`src/rtl/compare_pkg.sv`:
```
// Shared result codes and FSM state encodings for the compare stage.
package compare_pkg;

  typedef enum logic [1:0] {
    CMP_NONE    = 2'b00,
    CMP_LESS    = 2'b01,
    CMP_EQUAL   = 2'b10,
    CMP_GREATER = 2'b11
  } cmp_e;

  typedef enum logic [1:0] {
    S_IDLE    = 2'b00,
    S_CAPTURE = 2'b01,
    S_EVAL    = 2'b10,
    S_OUT     = 2'b11
  } state_e;

endpackage

```
`src/rtl/compare_diff_abs.sv`:
```
// Combinational signed compare: three-way code plus unsigned |a - b| in WIDTH bits.
module compare_diff_abs
  import compare_pkg::*;
#(
  parameter int WIDTH = 8
) (
  input  logic signed [WIDTH-1:0] a,
  input  logic signed [WIDTH-1:0] b,
  output logic        [1:0]       code,
  output logic        [WIDTH-1:0] mag
);

  // |diff| never exceeds 2^WIDTH-1, so dropping the sign bit loses nothing.
  function automatic logic [WIDTH-1:0] abs_trunc(input logic signed [WIDTH:0] v);
    return WIDTH'(v[WIDTH] ? -v : v);
  endfunction

  logic signed [WIDTH:0] diff;

  always_comb begin
    diff = {a[WIDTH-1], a} - {b[WIDTH-1], b};
    mag  = abs_trunc(diff);
    if (diff[WIDTH])
      code = CMP_LESS;
    else if (diff == '0)
      code = CMP_EQUAL;
    else
      code = CMP_GREATER;
  end

endmodule

```
`src/rtl/compare_gen.sv`:
```
// Handshaked signed compare stage: start edge, capture, evaluate, hold result HOLD cycles.
module compare_gen
  import compare_pkg::*;
#(
  parameter int WIDTH = 8,
  parameter int HOLD  = 4
) (
  input  logic                    clk,
  input  logic                    rst,
  input  logic                    in_rdy,
  input  logic signed [WIDTH-1:0] data_in,
  input  logic signed [WIDTH-1:0] ref_in,
  output logic                    out_rdy,
  output logic        [1:0]       cmp_state,
  output logic        [WIDTH-1:0] data_out,
  output logic                    busy,
  output logic                    ovr_err
);

  localparam int HW = (HOLD > 1) ? $clog2(HOLD) : 1;

  state_e                  state_q, state_d;
  logic                    in_rdy_q;
  logic signed [WIDTH-1:0] d_q, d_d, r_q, r_d;
  logic        [1:0]       cmp_q, cmp_d;
  logic        [WIDTH-1:0] mag_q, mag_d;
  logic                    out_rdy_q, out_rdy_d;
  logic        [HW-1:0]    hold_q, hold_d;
  logic                    ovr_q, ovr_d;
  logic                    start;
  logic        [1:0]       code_w;
  logic        [WIDTH-1:0] mag_w;

  compare_diff_abs #(.WIDTH(WIDTH)) u_diff (
    .a    (d_q),
    .b    (r_q),
    .code (code_w),
    .mag  (mag_w)
  );

  always_comb begin
    start     = in_rdy & ~in_rdy_q;
    state_d   = state_q;
    d_d       = d_q;
    r_d       = r_q;
    cmp_d     = cmp_q;
    mag_d     = mag_q;
    out_rdy_d = out_rdy_q;
    hold_d    = hold_q;
    ovr_d     = ovr_q;
    case (state_q)
      S_IDLE: begin
        if (start) state_d = S_CAPTURE;
      end
      S_CAPTURE: begin
        d_d     = data_in;
        r_d     = ref_in;
        state_d = S_EVAL;
      end
      S_EVAL: begin
        cmp_d     = code_w;
        mag_d     = mag_w;
        out_rdy_d = 1'b1;
        hold_d    = HW'(HOLD - 1);
        state_d   = S_OUT;
      end
      S_OUT: begin
        if (hold_q == '0) begin
          cmp_d     = CMP_NONE;
          mag_d     = '0;
          out_rdy_d = 1'b0;
          state_d   = S_IDLE;
        end else begin
          hold_d = hold_q - HW'(1);
        end
      end
      default: state_d = S_IDLE;
    endcase
    // Only IDLE accepts a start; anything else is a dropped request.
    if (start && state_q != S_IDLE) ovr_d = 1'b1;
  end

  always_ff @(posedge clk or negedge rst) begin
    if (!rst) begin
      state_q   <= S_IDLE;
      in_rdy_q  <= 1'b0;
      d_q       <= '0;
      r_q       <= '0;
      cmp_q     <= '0;
      mag_q     <= '0;
      out_rdy_q <= 1'b0;
      hold_q    <= '0;
      ovr_q     <= 1'b0;
    end else begin
      state_q   <= state_d;
      in_rdy_q  <= in_rdy;
      d_q       <= d_d;
      r_q       <= r_d;
      cmp_q     <= cmp_d;
      mag_q     <= mag_d;
      out_rdy_q <= out_rdy_d;
      hold_q    <= hold_d;
      ovr_q     <= ovr_d;
    end
  end

  assign out_rdy   = out_rdy_q;
  assign cmp_state = cmp_q;
  assign data_out  = mag_q;
  assign busy      = (state_q != S_IDLE);
  assign ovr_err   = ovr_q;

endmodule

```
`config.mk`:
```
export PLATFORM = sky130hd
export DESIGN_NAME = compare_gen
export DESIGN_NICKNAME = d
export VERILOG_FILES = /design/src/rtl/compare_pkg.sv /design/src/rtl/compare_diff_abs.sv /design/src/rtl/compare_gen.sv
export SDC_FILE = /design/constraint.sdc
export NUM_CORES = 1
export LEC_CHECK = 0
export ABC_AREA = 1
export CAP_MARGIN = 20
export CORE_MARGIN = 2
export CORE_UTILIZATION = 59
export CTS_BUF_LIST = sky130_fd_sc_hd__clkbuf_4
export CTS_CLUSTER_SIZE = 28
export DETAILED_ROUTE_END_ITERATION = 8
export PLACE_DENSITY = 0.95
export SKIP_LAST_GASP = 1
export SYNTH_ARGS = -nofsm -noshare
export SYNTH_HDL_FRONTEND = slang
export SYNTH_SLANG_ARGS = --single-unit
```
`constraint.sdc`:
```
create_clock -name clk -period 6.8 [get_ports clk]
set_clock_uncertainty 0.2 [all_clocks]
set_input_delay 1.02 -clock clk [delete_from_list [all_inputs] [get_ports clk]]
set_output_delay 1.02 -clock clk [all_outputs]
set_load 0.01 [all_outputs]
```
==> impl_metrics.env, run 1 <==
export IMPL_drive_gt1_frac=0.09712
export IMPL_drt_iter0_markers=53
export IMPL_ff2ff_path_depth=13
export IMPL_synth_top_cell_area_share=0.4217
export IMPL_vias=1572
export IMPL_portBuffers=31
export IMPL_track_usage=0.2040
export IMPL_dr_pass1_iters=4
export IMPL_cts_setup_buffers=0
export IMPL_syn_nets=276
export IMPL_reg2reg_slack_ns=4.47
export IMPL_gp_congestion=0.8053
export IMPL_ys_flop_type="dfrtp_1"
export IMPL_clkTransAtPathRegs_ns=0.09
export IMPL_fp_dieArea_sq_um=3796
export IMPL_path_class="flip-flop to output port"
export IMPL_clock_sinks=33
export IMPL_min_period_ns=2.896
export IMPL_cts_htree_levels=2
export IMPL_grt_start_max_net_pins=34
export IMPL_synthArstFlopShare=1.000
export IMPL_drt_wl_total_mm=3.338
export IMPL_synth_xor_area_share=0.008946
export IMPL_status="finished clean"
export IMPL_setup_ws_ns=3.904
export IMPL_max_cap_violations=0
export IMPL_hold_end="data_out[6]"
export IMPL_cpMostUsedCell="inv_1"
export IMPL_synth_compound_area_frac=0.08115
export IMPL_min_from="data_out[6]"
export IMPL_synth_edff_count=0
export IMPL_core_area_sq_um=3103
export IMPL_yosysSeqAreaShare=0.4217
export IMPL_tightest_slew_ns=0.8134
export IMPL_synth_fa_ha_area_frac=0.09968
export IMPL_reg2reg_to="data_out[6]"
export IMPL_synth_top_area_cell="dfrtp_1"
export IMPL_critPathTopFamily="buffers and inverters"
export IMPL_place_hpwl_mm=2.623
export IMPL_route_detailed_drc=0
export IMPL_root_buffer="clkbuf_4"
export IMPL_path_buf_inv=3
export IMPL_worstPathRequired_ns=5.58
export IMPL_routedWlPerCell_um=10.37
export IMPL_path_cells="inv_1, ha_1, inv_1, clkdlybuf4s50_1"
export IMPL_grt_pass1_wl_mm=5.589
export IMPL_rows=20
export IMPL_yosys_area_share_simple=0.2722
export IMPL_dieHeight_um=61.61
export IMPL_pre_cts_slack_ns=4.266
export IMPL_maxSlewHeadroom=0.4577
export IMPL_synth_top_family_by_area="simple AND/OR/NAND/NOR gates"
export IMPL_cpPeakStageDelay_ns=0.52
export IMPL_hold_violations=0
export IMPL_synth_cell_types=30
export IMPL_yosysMostFrequentCell="nand2_1"
export IMPL_overflow=0
export IMPL_synthCells=242
export IMPL_critPathSlowestCell="clkdlybuf4s50_1"
export IMPL_die_width_um=61.61
export IMPL_cp_end_kind="output port"
export IMPL_syn_area_per_cell_sq_um=8.091
export IMPL_drv_slew=0
export IMPL_cts_hold_buffers=0
export IMPL_cts_tree="done"
export IMPL_cts_buffer_depth=2
export IMPL_cp_max_fo=4
export IMPL_finalCritPeriodShare=0.4259
export IMPL_whs_path_depth=2
export IMPL_syn2layout_area_growth_pct=20.45
export IMPL_start_util=0.6310
export IMPL_insertion_delay_ns=0.34
export IMPL_start_kind="flip-flop"
export IMPL_fmax_mhz=345.3
export IMPL_synthTopCellsByArea="dfrtp_1, nand2_1, ha_1"
export IMPL_synthTopCellsByCount="nand2_1, dfrtp_1, inv_1"
export IMPL_grt_setup_unrepaired="false"
export IMPL_fin_setup_tns_ns=0
export IMPL_antenna_found_initial=0
export IMPL_setup_violations=0
export IMPL_critPathArrivalTime_ns=1.68
export IMPL_hold_path_class="flip-flop to flip-flop"
export IMPL_cts_buffers=5
export IMPL_viasPerCell=4.882
export IMPL_antenna_left=0
export IMPL_ios=32
export IMPL_syn_area_sq_um=1958
export IMPL_synthMuxAreaShare=0.04026
export IMPL_antenna_cells=0
export IMPL_crit_cells=4
export IMPL_final_nets=311
export IMPL_cts_resized=0
export IMPL_synth_seq_cells=33
export IMPL_reg2reg_from="d_q[0]"
export IMPL_ys_warn_count=0
export IMPL_grt_pass1_vias=1389
export IMPL_final_util=0.7601
==> layer usage <==
metal	up-vias	global-route usage	wire length (um)
li1	838	-	-
met5	-	0	0
met2	38	0.3308	1539
met4	0	0.07903	52
met3	4	0.06513	165
met1	692	0.2540	1581
==> layout make-up <==
cell class | count | area [sq um]
Clock buffer | 5 | 37.54
Inverter | 33 | 126.4
Multi-Input combinational cell | 172 | 983.4
Tap cell | 44 | 55.05
Clock inverter | 3 | 12.51
Timing Repair Buffer | 32 | 317.8
Sequential cell | 33 | 825.8
Fill cell | 243 | 744.5
==> sequential cells by signal, indices dropped and copies added, names as in the netlist <==
register   count
d_q            8
data_out       8
r_q            8
cmp_state      2
hold_q         2
state_q        2
in_rdy_q       1
out_rdy        1
ovr_err        1
==> worst min-delay path: stages, from the launching register on <==
cell,delay [ns]
dfrtp_1,0.35
nand2_1,0.05
nand2_1,0.05
==> layout by cell type (no fill, tap or decap), drive strengths merged <==
master	count
a21o	1
a21oi	6
and2	1
buf	1
clkbuf	5
clkdlybuf4s50	31
clkinv	4
dfrtp	33
fa	1
ha	14
inv	32
mux2	7
nand2	85
nand3	15
nand3b	2
nand4	3
nor2	12
o21a	1
o21ai	19
o21bai	2
or2	1
xnor2	1
xor2	1
==> per-stage QoR <==
step                      instance area, sq um  hold WS [ns]  instances
after floorplan                           1958        0.2672        242
after global placement                    2308        0.2558        314
after detailed placement                  2308        0.2658        314
after CTS                                 2359        0.2913        322
after global routing                      2359        0.3107        322
final                                     2359        0.2828        322
==> worst max path at each step <==
| stage | from | end | slack [ns] |
|---|---|---|---|
| floorplan | r_q[0] | data_out[6] | 4.64 |
| global placement | state_q[0] | busy | 4.35 |
| detailed placement | state_q[0] | busy | 4.27 |
| CTS | state_q[0] | busy | 3.89 |
| global route | state_q[0] | busy | 3.84 |
| finish | state_q[0] | busy | 3.90 |
==> cells by family after synthesis <==
logic type               after synthesis
AND/OR/NAND/NOR                      119
buffers and inverters                 37
flip-flops                            33
AO/OA/AOI/OAI                         29
adder cells (fa/ha/maj)               15
multiplexers                           7
XOR/XNOR                               2
Power of run 1 is left out: the tool's default activity adds up to more than one toggle a clock period on the data nets, which glitch-free logic cannot reach.
==> inputs of run 2 (changes only) <==
--- a/config.mk
+++ b/config.mk
@@ -8,11 +8,11 @@
 export ABC_AREA = 1
 export CAP_MARGIN = 20
 export CORE_MARGIN = 2
-export CORE_UTILIZATION = 59
+export CORE_UTILIZATION = 50
 export CTS_BUF_LIST = sky130_fd_sc_hd__clkbuf_4
 export CTS_CLUSTER_SIZE = 28
 export DETAILED_ROUTE_END_ITERATION = 8
-export PLACE_DENSITY = 0.95
+export PLACE_DENSITY = 0.86
 export SKIP_LAST_GASP = 1
 export SYNTH_ARGS = -nofsm -noshare
 export SYNTH_HDL_FRONTEND = slang
==> constraint.sdc (replaced) <==
create_clock -name clk -period 2.6 [get_ports clk]
set_clock_uncertainty 0.2 [all_clocks]
set_input_delay 0.39 -clock clk [delete_from_list [all_inputs] [get_ports clk]]
set_output_delay 0.39 -clock clk [all_outputs]
set_load 0.01 [all_outputs]
==> run 2 against run 1 <==
  * Critical path depth is 8 higher
  * Core utilization is 11 points lower
  * Sequential cell count stayed put
  * First-iteration DRC count is 30% lower
  * Non-clock buffer count is 1 higher
  * Final cell count is 1.6% higher
  * Wire length is 0.66% higher
  * Highest routed layer unchanged
  * Setup slack worse by 3.6 ns
  * Global-route usage is 2.2 points lower
  * Largest cell class unchanged
==> impl_metrics.env, run 2 (synthesis results as in run 1) <==
export IMPL_cts_resized=0
export IMPL_grt_pass1_vias=1533
export IMPL_ios=32
export IMPL_final_common_cell="nand2_1"
export IMPL_cts_tree="done"
export IMPL_final_nets=312
export IMPL_critPathTopFamily="adder cells"
export IMPL_grt_start_max_net_pins=34
export IMPL_vias=1572
export IMPL_cp_max_fo=3
export IMPL_cpMostUsedCell="nand2_1"
export IMPL_ff2ff_path_depth=12
export IMPL_path_cells="ha_1, fa_1, ha_1, inv_1, nor2_1, nand3_1, nor2_1, nand2_1, nand2_1, nand2_1, nand3_1, nand2_1"
export IMPL_fp_dieArea_sq_um=4433
export IMPL_path_class="flip-flop to flip-flop"
export IMPL_status="finished clean"
export IMPL_root_buffer="clkbuf_4"
export IMPL_max_cap_violations=0
export IMPL_route_detailed_drc=0
export IMPL_cts_setup_buffers=0
export IMPL_drive_gt1_frac=0.1039
export IMPL_clkTransAtPathRegs_ns=0.09
export IMPL_rows=22
export IMPL_clock_sinks=33
export IMPL_grt_setup_unrepaired="false"
export IMPL_cp_end_kind="flip-flop"
export IMPL_tightest_slew_ns=0.6697
export IMPL_routedWlPerCell_um=10.28
export IMPL_cts_buffer_depth=2
export IMPL_cpPeakStageDelay_ns=0.54
export IMPL_critPathSlowestCell="fa_1"
export IMPL_insertion_delay_ns=0.35
export IMPL_dieHeight_um=66.58
export IMPL_start_util=0.5269
export IMPL_fin_setup_tns_ns=0
export IMPL_drv_slew=0
export IMPL_finalCritPeriodShare=0.8862
export IMPL_cts_htree_levels=2
export IMPL_antenna_left=0
export IMPL_syn2layout_area_growth_pct=22.56
export IMPL_gp_congestion=0.8057
export IMPL_place_hpwl_mm=2.657
export IMPL_antenna_found_initial=0
export IMPL_dr_pass1_iters=4
export IMPL_fmax_mhz=434.0
export IMPL_cts_hold_buffers=0
export IMPL_hold_violations=0
export IMPL_maxSlewHeadroom=0.5535
export IMPL_antenna_cells=0
export IMPL_drt_iter0_markers=37
export IMPL_viasPerCell=4.807
export IMPL_track_usage=0.1820
export IMPL_min_period_ns=2.304
export IMPL_hold_path_class="input pin to async pin"
export IMPL_layout_common_cells="nand2_1, dfrtp_1, inv_1, clkdlybuf4s50_1, o21ai_0"
export IMPL_portBuffers=31
export IMPL_num_fill_cells=336
export IMPL_path_buf_inv=1
export IMPL_cts_buffers=5
export IMPL_worstPathRequired_ns=2.63
export IMPL_grt_pass1_wl_mm=6.065
export IMPL_critPathArrivalTime_ns=2.34
export IMPL_overflow=0
export IMPL_die_width_um=66.58
export IMPL_crit_cells=12
export IMPL_drt_wl_total_mm=3.360
export IMPL_core_area_sq_um=3716
export IMPL_start_kind="flip-flop"
export IMPL_setup_violations=0
## run 2: cell count changes in the layout (fill, tap and decap cells not counted), sizes merged
| cell | before | now |
|---|---|---|
| clkbuf | 5 | 6 |
| clkinv | 4 | 2 |
| buf | 1 | 2 |
| bufinv | 0 | 1 |
## run 2: routing by layer
layer  track usage  vias up  wire length, um
li1              -      847                -
met1        0.2067      686             1600
met2        0.3125       31             1552
met3       0.03547        8              120
met4        0.1122        0               87
met5             0        -                0
## run 2: worst paths after layout
path	start	to	slack, ns
worst max-delay path	r_q[0]	data_out[6]	0.30
worst min-delay path	rst	d_q[5]	0.23
worst max register to register	r_q[0]	data_out[6]	0.30
worst min register to register	out_rdy	out_rdy	0.28
max in group asynchronous	rst	data_out[4]	1.67
min in group clk	out_rdy	out_rdy	0.28
## run 2: stage by stage
| step | utilization | instance area [sq um] | cells | worst slack (ns) | hold WS (ns) |
|---|---|---|---|---|---|
| final | 0.6458 | 2400 | 327 | 0.2958 | 0.2312 |
| after detailed placement | 0.6246 | 2321 | 319 | 0.3030 | 0.2606 |
| after global placement | 0.6246 | 2321 | 319 | 0.3662 | 0.2561 |
| after floorplan | - | 1958 | 242 | 0.4383 | -0.1056 |
| after CTS | 0.6458 | 2400 | 327 | 0.2819 | 0.2332 |
| after global routing | 0.6458 | 2400 | 327 | 0.05242 | 0.2868 |
## run 2: area by class of cell
class / instances / area [sq um] / area share
clock buffer: 6 / 45.04 / 0.01877
timing repair buffer: 33 / 325.3 / 0.1356
tap: 48 / 60.06 / 0.02503
inverter: 33 / 126.4 / 0.05266
sequential: 33 / 825.8 / 0.3441
multi-input combinational: 172 / 983.4 / 0.4098
clock inverter: 2 / 33.78 / 0.01408
## run 2: worst reg2reg max path, delay by kind of cell (launching register included)
kind                     cells  cell delay [ns]
buffers and inverters        1             0.05
flip-flops                   1             0.39
AND/OR/NAND/NOR              8             0.65
adder cells (fa/ha/maj)      3             0.91
Power of run 2 is left out for the same reason.
==> inputs of run 3 (changes only) <==
--- a/config.mk
+++ b/config.mk
@@ -7,8 +7,10 @@
 export LEC_CHECK = 0
 export ABC_AREA = 1
 export CAP_MARGIN = 20
+export CELL_PAD_IN_SITES_DETAIL_PLACEMENT = 1
+export CELL_PAD_IN_SITES_GLOBAL_PLACEMENT = 2
 export CORE_MARGIN = 2
-export CORE_UTILIZATION = 50
+export CORE_UTILIZATION = 29
 export CTS_BUF_LIST = sky130_fd_sc_hd__clkbuf_4
 export CTS_CLUSTER_SIZE = 28
 export DETAILED_ROUTE_END_ITERATION = 8
==> run 3 against run 2 <==
  * Sequential cell count unchanged
  * Final cell count increased by 8.9%
  * Count of clock-buffer cells in the layout decreased by 1
  * Via count increased by 2.2%
  * Wire length increased by 26%
  * Sequential share of layout area decreased by 0.14 points
  * Setup slack got worse by 0.057 ns
  * Highest routed layer unchanged
==> impl_metrics.env, run 3 (synthesis results as in run 1) <==
export IMPL_drt_iter0_markers=26
export IMPL_viasPerCell=4.511
export IMPL_drv_slew=0
export IMPL_dieHeight_um=86.17
export IMPL_final_nets=312
export IMPL_cts_setup_buffers=0
export IMPL_overflow=0
export IMPL_antenna_cells=0
export IMPL_route_detailed_drc=0
export IMPL_cts_tree="done"
export IMPL_fin_area_sq_um=2410
export IMPL_syn2layout_area_growth_pct=23.07
export IMPL_cts_buffers=5
export IMPL_grt_pass1_vias=1613
export IMPL_fin_setup_tns_ns=0
export IMPL_hold_path_class="input pin to async pin"
export IMPL_track_usage=0.1270
export IMPL_reg2reg_slack_ns=0.24
export IMPL_start_util=0.3049
export IMPL_min_period_ns=2.361
export IMPL_final_common_cell="nand2_1"
export IMPL_multi_input_area_sq_um=985.9
export IMPL_antenna_left=0
export IMPL_fin_cells=356
export IMPL_cts_hold_buffers=0
export IMPL_fmax_mhz=423.5
export IMPL_final_util=0.3752
export IMPL_drt_wl_total_mm=4.233
export IMPL_path_class="flip-flop to flip-flop"
export IMPL_gp_congestion=0.7647
export IMPL_cp_end_kind="flip-flop"
export IMPL_dr_pass1_iters=4
export IMPL_layout_common_cells="nand2_1, dfrtp_1, inv_1, clkdlybuf4s50_1, o21ai_0"
export IMPL_place_hpwl_mm=3.316
export IMPL_die_width_um=86.17
export IMPL_cts_htree_levels=2
export IMPL_maxSlewHeadroom=0.5458
export IMPL_vias=1606
export IMPL_clock_sinks=33
export IMPL_start_kind="flip-flop"
export IMPL_core_area_sq_um=6422
export IMPL_cp_max_fo=3
export IMPL_dp_cells=348
export IMPL_portBuffers=31
export IMPL_insertion_delay_ns=0.34
export IMPL_finalCritPeriodShare=0.9082
export IMPL_worstPathRequired_ns=2.64
export IMPL_drive_gt1_frac=0.1039
export IMPL_status="finished clean"
export IMPL_placed_area_sq_um=2357
export IMPL_grt_start_max_net_pins=34
export IMPL_num_fill_cells=778
export IMPL_routedWlPerCell_um=11.89
export IMPL_rows=29
export IMPL_cts_resized=0
export IMPL_root_buffer="clkbuf_4"
export IMPL_clkTransAtPathRegs_ns=0.11
export IMPL_setup_violations=0
export IMPL_max_cap_violations=0
export IMPL_fp_dieArea_sq_um=7425
export IMPL_tightest_slew_ns=0.6813
export IMPL_critPathArrivalTime_ns=2.40
export IMPL_grt_setup_unrepaired="false"
export IMPL_antenna_found_initial=0
export IMPL_hold_violations=0
export IMPL_grt_pass1_wl_mm=7.465
export IMPL_cts_buffer_depth=2
export IMPL_regArea_sq_um=825.8
export IMPL_ios=32
-- run 3: cell types whose count changed in the layout (fill, tap and decap cells not counted) --
cell | previous run | this run
bufinv_16 | 1 | 0
clkbuf_4 | 6 | 5
clkinv_1 | 2 | 3
clkinv_2 | 0 | 1
nor2_1 | 9 | 8
nor2_2 | 2 | 3
-- run 3: final timing paths --
path	from	end	cells past startpoint
setup / recovery	r_q[0]	cmp_state[0]	10
hold / removal	rst	hold_q[0]	2
setup reg to reg	r_q[0]	cmp_state[0]	10
hold reg to reg	out_rdy	out_rdy	2
max in group asynchronous	rst	r_q[7]	2
min in group clk	out_rdy	out_rdy	2
-- run 3: through the flow --
stage / worst slack [ns] / hold WS, ns
final: 0.2388 / 0.2462
after global placement: 0.3205 / 0.2559
after floorplan: 0.4383 / -0.1056
after CTS: 0.2005 / 0.2533
after global routing: 0.01378 / 0.2663
after detailed placement: 0.2200 / 0.2594
-- run 3: cell type report --
| class | count | area share |
|---|---|---|
| Clock buffer | 5 | 0.01558 |
| Inverter | 33 | 0.05244 |
| Multi-Input combinational cell | 172 | 0.4091 |
| Sequential cell | 33 | 0.3427 |
| Clock inverter | 3 | 0.005192 |
| Tap cell | 77 | 0.03998 |
| Timing Repair Buffer | 33 | 0.1350 |
-- run 3: layer usage --
layer / track usage / up-vias / part of all wire
li1: - / 840 / -
met1: 0.1732 / 735 / 0.50
met2: 0.1980 / 26 / 0.45
met3: 0.02571 / 5 / 0.031
met4: 0.05114 / 0 / 0.020
met5: 0 / - / 0
-- run 3: critical path: stages, from the launching register on --
cell and delay (ns):
dfrtp_1 0.41, ha_1 0.22, fa_1 0.54, ha_1 0.16
inv_1 0.05, nor2_1 0.10, nand3_1 0.13, nor2_2 0.12
nand4_1 0.12, o21ai_1 0.14, nand2_1 0.06
Power of run 3 is left out for the same reason.
